`src/rtl/rs_syndrome_buffer_pkg.sv`:
```
// Shared constants, state encoding and GF(2^8) helpers for the RS syndrome buffer.
package rs_pkg;

    localparam int         SYM_W             = 8;
    localparam logic [8:0] PRIM_POLY_DEFAULT = 9'h11D;

    typedef enum logic [1:0] {
        ST_IDLE,
        ST_LOAD,
        ST_CHECK,
        ST_OUTPUT
    } state_e;

    // Multiply by alpha (0x02) with reduction by the field polynomial.
    function automatic logic [SYM_W-1:0] gf_xtime(input logic [SYM_W-1:0] a,
                                                  input logic [8:0]       poly);
        logic [8:0] t;
        t = {a, 1'b0};
        if (t[8]) begin
            t = t ^ poly;
        end
        return t[SYM_W-1:0];
    endfunction

    // Constant alpha^j, evaluated at elaboration time for the syndrome multipliers.
    function automatic logic [SYM_W-1:0] gf_pow_alpha(input int         j,
                                                      input logic [8:0] poly = PRIM_POLY_DEFAULT);
        logic [SYM_W-1:0] r;
        r = 8'h01;
        for (int k = 0; k < j; k++) begin
            r = gf_xtime(r, poly);
        end
        return r;
    endfunction

endpackage

```
`src/rtl/rs_syndrome_buffer_if.sv`:
```
// Symbol-in / symbol-out stream plus status bus of the RS syndrome buffer.
interface rs_syndrome_buffer_if #(
    parameter int NSYM = 7
);
    import rs_pkg::*;

    logic                   start;
    logic [SYM_W-1:0]       codeword_in;
    logic                   valid_in;
    logic                   last_in;
    logic                   in_ready;
    logic [SYM_W-1:0]       codeword_out;
    logic                   valid_out;
    logic                   last_out;
    logic                   out_ready;
    logic [NSYM*SYM_W-1:0]  syndromes;
    logic                   err_detected;
    logic                   overflow;
    logic [7:0]             frame_len;
    logic                   done;

    // Producer/consumer side.
    modport master (
        output start, codeword_in, valid_in, last_in, out_ready,
        input  in_ready, codeword_out, valid_out, last_out,
               syndromes, err_detected, overflow, frame_len, done
    );

    // Buffer side.
    modport slave (
        input  start, codeword_in, valid_in, last_in, out_ready,
        output in_ready, codeword_out, valid_out, last_out,
               syndromes, err_detected, overflow, frame_len, done
    );

endinterface

```
`src/rtl/rs_syndrome_buffer_gf_mul.sv`:
```
// Combinational GF(2^8) multiplier: carry-less product reduced by PRIM_POLY.
module gf_mul
    import rs_pkg::*;
#(
    parameter logic [8:0] PRIM_POLY = PRIM_POLY_DEFAULT
) (
    input  logic [SYM_W-1:0] a_i,
    input  logic [SYM_W-1:0] b_i,
    output logic [SYM_W-1:0] p_o
);

    // MSB-first shift-and-add: acc = acc*alpha, then add a when the b bit is set.
    always_comb begin
        logic [SYM_W-1:0] acc;
        acc = '0;
        for (int i = SYM_W - 1; i >= 0; i--) begin
            acc = gf_xtime(acc, PRIM_POLY);
            if (b_i[i]) begin
                acc = acc ^ a_i;
            end
        end
        p_o = acc;
    end

endmodule

```
`src/rtl/rs_syndrome_buffer.sv`:
```
// Stores one RS codeword frame, computes NSYM syndromes on the fly (Horner,
// fcr = 0, alpha = 0x02), flags nonzero syndromes and replays the frame.
module rs_syndrome_buffer
    import rs_pkg::*;
#(
    parameter int         NSYM      = 7,
    parameter int         MAX_CW    = 32,
    parameter logic [8:0] PRIM_POLY = PRIM_POLY_DEFAULT
) (
    input logic                 clk,
    input logic                 rst,
    rs_syndrome_buffer_if.slave bus
);

    localparam int         AW        = (MAX_CW > 1) ? $clog2(MAX_CW) : 1;
    localparam logic [7:0] MAX_CW_U8 = 8'(MAX_CW);

    state_e           state_q, state_d;
    logic [7:0]       wr_idx_q, wr_idx_d;
    logic [7:0]       rd_idx_q, rd_idx_d;
    logic [7:0]       frame_len_q, frame_len_d;
    logic             overflow_q, overflow_d;
    logic             err_q, err_d;
    logic             done_q, done_d;
    logic [SYM_W-1:0] synd_q   [NSYM];
    logic [SYM_W-1:0] synd_d   [NSYM];
    logic [SYM_W-1:0] synd_mul [NSYM];
    logic [SYM_W-1:0] buf_q    [MAX_CW];

    logic                  in_accept;
    logic                  out_accept;
    logic                  buf_we;
    logic                  last_beat;
    logic                  any_synd;
    logic [NSYM*SYM_W-1:0] synd_flat;

    // One multiplier per syndrome, each by its own constant alpha^j.
    for (genvar j = 0; j < NSYM; j++) begin : g_synd
        localparam logic [SYM_W-1:0] ALPHA_J = gf_pow_alpha(j, PRIM_POLY);
        gf_mul #(.PRIM_POLY(PRIM_POLY)) u_mul (
            .a_i (synd_q[j]),
            .b_i (ALPHA_J),
            .p_o (synd_mul[j])
        );
    end

    // Flatten syndromes onto the bus and reduce them to a single error flag.
    always_comb begin
        synd_flat = '0;
        any_synd  = 1'b0;
        for (int j = 0; j < NSYM; j++) begin
            synd_flat[j*SYM_W +: SYM_W] = synd_q[j];
            any_synd                    = any_synd | (|synd_q[j]);
        end
    end

    assign in_accept  = (state_q == ST_LOAD) && bus.valid_in;
    assign out_accept = (state_q == ST_OUTPUT) && bus.out_ready;
    assign last_beat  = (rd_idx_q == frame_len_q - 8'd1);

    // Next-state and datapath update for the load/check/replay sequence.
    always_comb begin
        // NOTE: every variable gets a default first so no path leaves it unassigned (no latches).
        state_d     = state_q;
        wr_idx_d    = wr_idx_q;
        rd_idx_d    = rd_idx_q;
        frame_len_d = frame_len_q;
        overflow_d  = overflow_q;
        err_d       = err_q;
        done_d      = 1'b0;
        synd_d      = synd_q;
        buf_we      = 1'b0;

        case (state_q)
            ST_IDLE: begin
                if (bus.start) begin
                    state_d     = ST_LOAD;
                    wr_idx_d    = '0;
                    frame_len_d = '0;
                    overflow_d  = 1'b0;
                    err_d       = 1'b0;
                    for (int j = 0; j < NSYM; j++) begin
                        synd_d[j] = '0;
                    end
                end
            end
            ST_LOAD: begin
                if (in_accept) begin
                    // Dropped symbols still enter the syndromes so the error flag sees them.
                    for (int j = 0; j < NSYM; j++) begin
                        synd_d[j] = synd_mul[j] ^ bus.codeword_in;
                    end
                    if (wr_idx_q < MAX_CW_U8) begin
                        buf_we   = 1'b1;
                        wr_idx_d = wr_idx_q + 8'd1;
                    end else begin
                        overflow_d = 1'b1;
                    end
                    if (bus.last_in) begin
                        state_d = ST_CHECK;
                    end
                end
            end
            ST_CHECK: begin
                frame_len_d = wr_idx_q;
                err_d       = any_synd;
                rd_idx_d    = '0;
                state_d     = ST_OUTPUT;
            end
            ST_OUTPUT: begin
                if (out_accept) begin
                    if (last_beat) begin
                        state_d = ST_IDLE;
                        done_d  = 1'b1;
                    end else begin
                        rd_idx_d = rd_idx_q + 8'd1;
                    end
                end
            end
            default: state_d = ST_IDLE;
        endcase
    end

    // FSM state register.
    always_ff @(posedge clk) begin
        // NOTE: sequential state uses non-blocking assignments so all registers update together.
        if (rst) begin
            state_q <= ST_IDLE;
        end else begin
            state_q <= state_d;
        end
    end

    // Counters, flags and syndrome registers.
    always_ff @(posedge clk) begin
        if (rst) begin
            wr_idx_q    <= '0;
            rd_idx_q    <= '0;
            frame_len_q <= '0;
            overflow_q  <= 1'b0;
            err_q       <= 1'b0;
            done_q      <= 1'b0;
            for (int j = 0; j < NSYM; j++) begin
                synd_q[j] <= '0;
            end
        end else begin
            wr_idx_q    <= wr_idx_d;
            rd_idx_q    <= rd_idx_d;
            frame_len_q <= frame_len_d;
            overflow_q  <= overflow_d;
            err_q       <= err_d;
            done_q      <= done_d;
            synd_q      <= synd_d;
        end
    end

    // Symbol store.
    always_ff @(posedge clk) begin
        // NOTE: the buffer is not reset; it is only read after being written in the same frame.
        if (buf_we) begin
            buf_q[wr_idx_q[AW-1:0]] <= bus.codeword_in;
        end
    end

    assign bus.in_ready     = (state_q == ST_LOAD);
    assign bus.valid_out    = (state_q == ST_OUTPUT);
    assign bus.codeword_out = (state_q == ST_OUTPUT) ? buf_q[rd_idx_q[AW-1:0]] : '0;
    assign bus.last_out     = (state_q == ST_OUTPUT) && last_beat;
    assign bus.syndromes    = synd_flat;
    assign bus.err_detected = err_q;
    assign bus.overflow     = overflow_q;
    assign bus.frame_len    = frame_len_q;
    assign bus.done         = done_q;

endmodule
```
`src/flat_wrapper.sv`:
```
// flat-port wrapper written by rule: the top's interface ports become plain ports
module rs_syndrome_buffer_flat import rs_pkg::*;
#(
    parameter int         NSYM      = 7,
    parameter int         MAX_CW    = 32,
    parameter logic [8:0] PRIM_POLY = PRIM_POLY_DEFAULT
)
  (clk, rst, bus_start, bus_codeword_in, bus_valid_in, bus_last_in, bus_out_ready, bus_in_ready, bus_codeword_out, bus_valid_out, bus_last_out, bus_syndromes, bus_err_detected, bus_overflow, bus_frame_len, bus_done);
  rs_syndrome_buffer_if #(.NSYM(NSYM)) bus_i ();
  input logic clk;
  input logic rst;
  input wire logic [$bits(bus_i.start)-1:0] bus_start;
  input wire logic [$bits(bus_i.codeword_in)-1:0] bus_codeword_in;
  input wire logic [$bits(bus_i.valid_in)-1:0] bus_valid_in;
  input wire logic [$bits(bus_i.last_in)-1:0] bus_last_in;
  input wire logic [$bits(bus_i.out_ready)-1:0] bus_out_ready;
  output wire logic [$bits(bus_i.in_ready)-1:0] bus_in_ready;
  output wire logic [$bits(bus_i.codeword_out)-1:0] bus_codeword_out;
  output wire logic [$bits(bus_i.valid_out)-1:0] bus_valid_out;
  output wire logic [$bits(bus_i.last_out)-1:0] bus_last_out;
  output wire logic [$bits(bus_i.syndromes)-1:0] bus_syndromes;
  output wire logic [$bits(bus_i.err_detected)-1:0] bus_err_detected;
  output wire logic [$bits(bus_i.overflow)-1:0] bus_overflow;
  output wire logic [$bits(bus_i.frame_len)-1:0] bus_frame_len;
  output wire logic [$bits(bus_i.done)-1:0] bus_done;
  assign bus_i.start = bus_start;
  assign bus_i.codeword_in = bus_codeword_in;
  assign bus_i.valid_in = bus_valid_in;
  assign bus_i.last_in = bus_last_in;
  assign bus_i.out_ready = bus_out_ready;
  assign bus_in_ready = bus_i.in_ready;
  assign bus_codeword_out = bus_i.codeword_out;
  assign bus_valid_out = bus_i.valid_out;
  assign bus_last_out = bus_i.last_out;
  assign bus_syndromes = bus_i.syndromes;
  assign bus_err_detected = bus_i.err_detected;
  assign bus_overflow = bus_i.overflow;
  assign bus_frame_len = bus_i.frame_len;
  assign bus_done = bus_i.done;
  rs_syndrome_buffer #(.NSYM(NSYM), .MAX_CW(MAX_CW), .PRIM_POLY(PRIM_POLY)) u_core (.clk(clk), .rst(rst), .bus(bus_i));
endmodule
```
`config.mk`:
```
export PLATFORM = sky130hd
export DESIGN_NAME = rs_syndrome_buffer_flat
export DESIGN_NICKNAME = d
export VERILOG_FILES = /design/src/rtl/rs_syndrome_buffer_pkg.sv /design/src/rtl/rs_syndrome_buffer_if.sv /design/src/rtl/rs_syndrome_buffer_gf_mul.sv /design/src/rtl/rs_syndrome_buffer.sv /design/src/flat_wrapper.sv
export SDC_FILE = /design/constraint.sdc
export NUM_CORES = 1
export LEC_CHECK = 0
export CELL_PAD_IN_SITES_DETAIL_PLACEMENT = 2
export CELL_PAD_IN_SITES_GLOBAL_PLACEMENT = 2
export CORE_MARGIN = 2
export CORE_UTILIZATION = 35
export CTS_CLUSTER_SIZE = 28
export DETAILED_ROUTE_END_ITERATION = 10
export PLACE_DENSITY = 0.76
export SLEW_MARGIN = 10
export SYNTH_ARGS = -nofsm -noshare
export SYNTH_HDL_FRONTEND = slang
export SYNTH_SLANG_ARGS = --single-unit
```
`constraint.sdc`:
```
create_clock -name clk -period 5.4 [get_ports clk]
set_clock_uncertainty 0.15 [all_clocks]
set_input_delay 0.81 -clock clk [delete_from_list [all_inputs] [get_ports clk]]
set_output_delay 0.81 -clock clk [all_outputs]
set_load 0.03 [all_outputs]
```
==> run metrics <==
status=complete, no violations; antenna violations before repair=1; fraction of layout cells with a size suffix above 1=0.154; Crit path buffers/inverters=2; area taken by multi-input logic gates=0.00494 mm^2; CP most frequent cell=mux4_2; clk buf depth=3; Ports=92; post-cts gate resize count=0; synthesized cell area=0.0148 mm^2; # hold bufs at CTS=0; DP Worst Slack=1230 ps; Max IR drop VDD=0.000189 V; fin worst setup slack=734 ps; cell count after synthesis=1008; Routed WL=44.1 mm; Root Driver=clkbuf_16; worst-path cell chain=buf_4 > mux4_2 > mux4_2 > mux2i_1 > nor2_1 > clkdlybuf4s50_1; Hold Startpoint=u_core.rd_idx_q[7]$_SDFFE_PP0P_; Least-Margin Pin Slew=1360 ps; Initial Utilization=0.353; crit end category=output port; largest family of logic cells by synthesized area=multiplexers; Max Clk Rate=0.214 GHz; WL per Instance=26.7 um; Vias/cell=5.43; xor/xnor cell area share of the yosys netlist=0.0677; Final Cell Area=0.0174 mm^2; Core Box Area=0.0418 mm^2; RSZ-0062 raised after global routing=false; H-tree levels=2; hold-critical path depth=2; Hold Path Class=flip-flop to flip-flop; register area=0.00949 mm^2; PD cells=400 mW/mm^2; # fillers=4052; Clock Latency Late Sink=540 ps; commonest cells after routing, fill and taps aside=edfxtp_1 (256), nor2_1 (106), dfxtp_1 (88), clkdlybuf4s50_1 (82), mux4_2 (80); flop and latch count out of synthesis=346; slew margin rel.=0.0911; CP max-delay cell=dfxtp_2; cell area after placement=0.0161 mm^2; multiplexer share of the synthesized area=0.138; final setup fails=0; Compound-Gate Fraction of Synth Area=0.0416; Initial DRC Count=633; # DRC=0; Largest delay share family, worst path=multiplexers; Worst Path Required=4440 ps; vias in the first global route=9965; Period minus WS final=4670 ps; first-pass GRT wire length=66.8 mm; asr flop ratio synth=0; syn avg cell area=14.6 um^2; met1 usage=0.272; Hold Vio Cnt, Final=0; DIE AREA=0.0438 mm^2; routability cong.=0.746; Die Ht=209 um; r2r startpoint=u_core.state_q[1]$_SDFFE_PP0P_; Post-Synth Adder-Cell Area=0.00848; Layout area overhead=17.9%; Final period util=0.864; clock sink count=346; library cells used by synthesis=45; CTS tree=yes; Main synth FF type=edfxtp_1; cells on worst reg2reg path=7; diode count=0; Cell Rows=75; register area share after synthesis=0.643; Synth Area in Simple Gates=0.0787; Clock transition at path regs=60 ps; drt first pass iters=5; critical-path maximum fanout=29; CP arrival=3710 ps; GR met3 Demand/Resource=0.0317; DRT antenna net count=0; Tot GR Track Use=0.206; Synth Warn #=0; WS Path Type=flip-flop to output port; GRT Residual Overflow=0; reg2reg setup slack=1940 ps; hpwl dp=28.4 mm; Die Wd=209 um; via count=8959; Sum Neg Setup Slack=0 ps; Worst R2R End=u_core.buf_q[1][5]$_DFFE_PP_; largest net degree at the start of global routing=40; Most Used Layer, Global Route=met2; final net count=1108; Post-synth EDFFs=256; CP Launch Type=flip-flop; Hold Path End=u_core.rd_idx_q[7]$_SDFFE_PP0P_; Final Max Tran Viols=0; met2 Use GR=0.358; setup bufs post-CTS=0; commonest non-fill, non-tap cell in the layout=edfxtp_1; Num CTS Buffers=40; static leakage=5.54 nW; largest stage delay on the critical path=900 ps; max cap viols=0; I/O Buffers=91; net count after synthesis=1032
-- final cells by class --
class | count | area share
clock buffer | 52 | 0.0614
sequential | 346 | 0.546
clock inverter | 18 | 0.0114
multi-input combinational | 582 | 0.284
timing repair buffer | 106 | 0.0570
inverter | 8 | 0.00173
tap | 539 | 0.0388
-- synthesized netlist by cell type, types with 13 or more instances --
library cell,n,share of area
edfxtp_1,256,0.52
nor2_1,109,0.028
dfxtp_1,90,0.12
mux4_2,80,0.12
xnor2_1,67,0.040
nand2_1,64,0.016
clkbuf_1,50,0.013
xor2_1,47,0.028
a21oi_1,39,0.013
a22oi_1,31,0.016
mux2i_1,23,0.016
nand3_1,20,0.0068
nor4_1,14,0.0059
o21ai_0,13,0.0044
-- worst max-delay path by stage --
stage | from | to | cells after the start
after floorplan | u_core.bus.frame_len[0]$_SDFFE_PP0P_ | bus_last_out | 7
after global placement | flip-flop | bus_codeword_out[5] | 6
after detailed placement | flip-flop | bus_codeword_out[5] | 6
after CTS | flip-flop | bus_codeword_out[5] | 6
after global routing | flip-flop | bus_codeword_out[5] | 6
final | flip-flop | bus_codeword_out[0] | 6
-- power breakdown --
group,switching [mW],internal (mW)
sequential,0.130,2.94
combinational,0.789,0.433
clock,1.12,1.55
-- worst register-to-register path, cell delays in order (launching register included) --
cell	delay [ps]
dfxtp_1	340
inv_1	90
ha_1	140
buf_4	260
nand2_1	200
nor2_1	420
nand2_1	350
nor2_1	1120
-- through the flow --
stage / power (mW) / cells / utilization / hold WS, ps
after floorplan: 3.88 / 1008 / - / 302
after global placement: 4.31 / 1581 / 0.386 / 325
after detailed placement: 4.36 / 1581 / 0.386 / 346
after CTS: 7.04 / 1651 / 0.416 / 359
after global routing: 7.24 / 1651 / 0.417 / 391
final: 6.96 / 1651 / 0.417 / 353
-- per-layer routing --
metal	share of wire	vias to the layer above	wire [um]
met1	0.43	4760	19000
met3	0.044	58	1920
met5	0	-	0
met4	0.018	0	803
li1	-	3913	-
met2	0.51	228	22400
-- sequential cells by signal, indices dropped and copies added (netlist names), named ones only --
signal / cells
u_core.bus.done: 1
u_core.bus.overflow: 1
u_core.bus.err_detected: 1
u_core.buf_q: 256
u_core.bus.frame_len: 8
u_core.state_q: 2
u_core.bus.syndromes: 56
u_core.wr_idx_q: 8
u_core.rd_idx_q: 8
-- logic make-up after synthesis --
kind of cell	count (synthesis)
buf+inv	80
fa+ha+maj	10
simple gates	257
xor+xnor	114
flops	346
mux	103
compound gates	98
No activity file was read; power rests on OpenSTA's default activity.
==> variant (same flow settings) <==
Encoding of `state_e`: now one-hot (4 bits for 4 states).
--- a/src/rtl/rs_syndrome_buffer_pkg.sv
+++ b/src/rtl/rs_syndrome_buffer_pkg.sv
@@ -4,11 +4,11 @@
     localparam int         SYM_W             = 8;
     localparam logic [8:0] PRIM_POLY_DEFAULT = 9'h11D;
 
-    typedef enum logic [1:0] {
-        ST_IDLE,
-        ST_LOAD,
-        ST_CHECK,
-        ST_OUTPUT
+    typedef enum logic [3:0] {
+        ST_IDLE   = 4'b0001,
+        ST_LOAD   = 4'b0010,
+        ST_CHECK  = 4'b0100,
+        ST_OUTPUT = 4'b1000
     } state_e;
 
     // Multiply by alpha (0x02) with reduction by the field polynomial.
Check against the original RTL: no difference found for any inputs over 4 cycles, from zero or initial values and one cycle with rst high; so few cycles prove little.
==> variant against the unedited design <==
  * Sequential cell count increased by 2
  * Fmax decreased by 0.21%
  * Synthesized area decreased by 0.80%
  * Count of clock-buffer cells in the layout decreased by 2
  * Setup slack got worse by 9.6 ps
  * Final area decreased by 0.18%
  * Wire length decreased by 1.2%
Power is not compared: it rests on default switching activity, and its combinational part moved more than twofold at a synthesized area within 25%.
==> variant: results (changes against the unedited design) <==
----------------------------------------------------
[Worst hold path]
  Source of the worst hold timing path ... u_core.bus.overflow (was u_core.rd_idx_q[7])
  Sink of the worst hold path ... u_core.bus.overflow (was u_core.rd_idx_q[7])

[Global routing]
  Vias in the first global route ... 9680 (was 9965)
  Aggregate global-route resource usage ... 20.41% (was 20.63%)
  GR met3 Demand/Resource ... 3.381% (was 3.172%)

[Yosys]
  Post-Syn Nets ... 1010 (was 1032)
  XOR/XNOR Fraction of Synth Area ... 6.701% (was 6.766%)
  Sequential element share of the synthesized area ... 65.09% (was 64.30%)
  Multiplexer fraction of the synthesized cell area ... 12.92% (was 13.77%)
  Top post-synthesis cells by area ... sky130_fd_sc_hd__edfxtp_1, sky130_fd_sc_hd__dfxtp_1, sky130_fd_sc_hd__mux4_2, sky130_fd_sc_hd__xnor2_1, sky130_fd_sc_hd__nor2_1 (was sky130_fd_sc_hd__edfxtp_1, sky130_fd_sc_hd__dfxtp_1, sky130_fd_sc_hd__mux4_2, sky130_fd_sc_hd__xnor2_1, sky130_fd_sc_hd__xor2_1)
  Synthesized netlist cell count ... 990 (was 1008)
  Complex-gate fraction of the synthesized area ... 4.983% (was 4.163%)

[Route]
  Met2 wire length ... 21590 um (was 22430 um)
  Total routed wire length on the met1 layer ... 19260 um (was 18970 um)
  Detailed-routed wire length on met3 ... 1770 um (was 1920 um)
  Post-detailed-route wirelength per cell ... 26.69 um (was 26.73 um)
  Number of vias per cell ... 5.446 (was 5.426)

[Timing]
  Worst slew margin relative to its limit ... 21.10% (was 9.112%)
  Fraction of the cycle the final worst path needs ... 86.58% (was 86.40%)
  Smallest hold slack ... 333.3 ps (was 353.3 ps)

[Worst setup path]
  Maximum cell stage delay along the critical path ... 660 ps (was 900 ps)
  Register-to-register setup slack ... 1850 ps (was 1940 ps)
  Reg2reg path depth ... 6 (was 7)
  CP Max Fanout ... 24 (was 29)
  Critical path arrival ... 3720 ps (was 3710 ps)

[Placed design]
  Worst setup timing slack at the placement stage ... 1208 ps (was 1226 ps)
  HPWL Detailed ... 28300 um (was 28450 um)
  Instance area after placement ... 16080 sq um (was 16120 sq um)

[Final layout]
  Ratio of cells with drive above 1 in the final layout ... 16.61% (was 15.38%)

[Run status]
  Result of the run ... completed (unchanged)

----------------------------------------------------
[variant: cell count changes in the layout (fill, tap and decap cells not counted), moves of 4 or more]
cell / unedited run / this run
sky130_fd_sc_hd__nand2_1: 64 / 44
sky130_fd_sc_hd__nor2_1: 106 / 125
sky130_fd_sc_hd__mux2i_1: 23 / 9
sky130_fd_sc_hd__clkinv_2: 3 / 11
sky130_fd_sc_hd__nand4_1: 11 / 4
sky130_fd_sc_hd__nand2b_1: 11 / 5
sky130_fd_sc_hd__buf_4: 14 / 19
sky130_fd_sc_hd__o21ai_1: 1 / 6
sky130_fd_sc_hd__a22oi_1: 31 / 35
sky130_fd_sc_hd__ha_1: 10 / 6
sky130_fd_sc_hd__o31ai_1: 0 / 4
[variant: final cells by class]
cell class                 count  area, sq um
fill                        3966        23650
sequential                   348         9534
multi-input combinational    563         4818
clock buffer                  50         1069
timing repair buffer         111         1028
tap                          532        665.6
clock inverter                22        221.5
inverter                       8        30.03
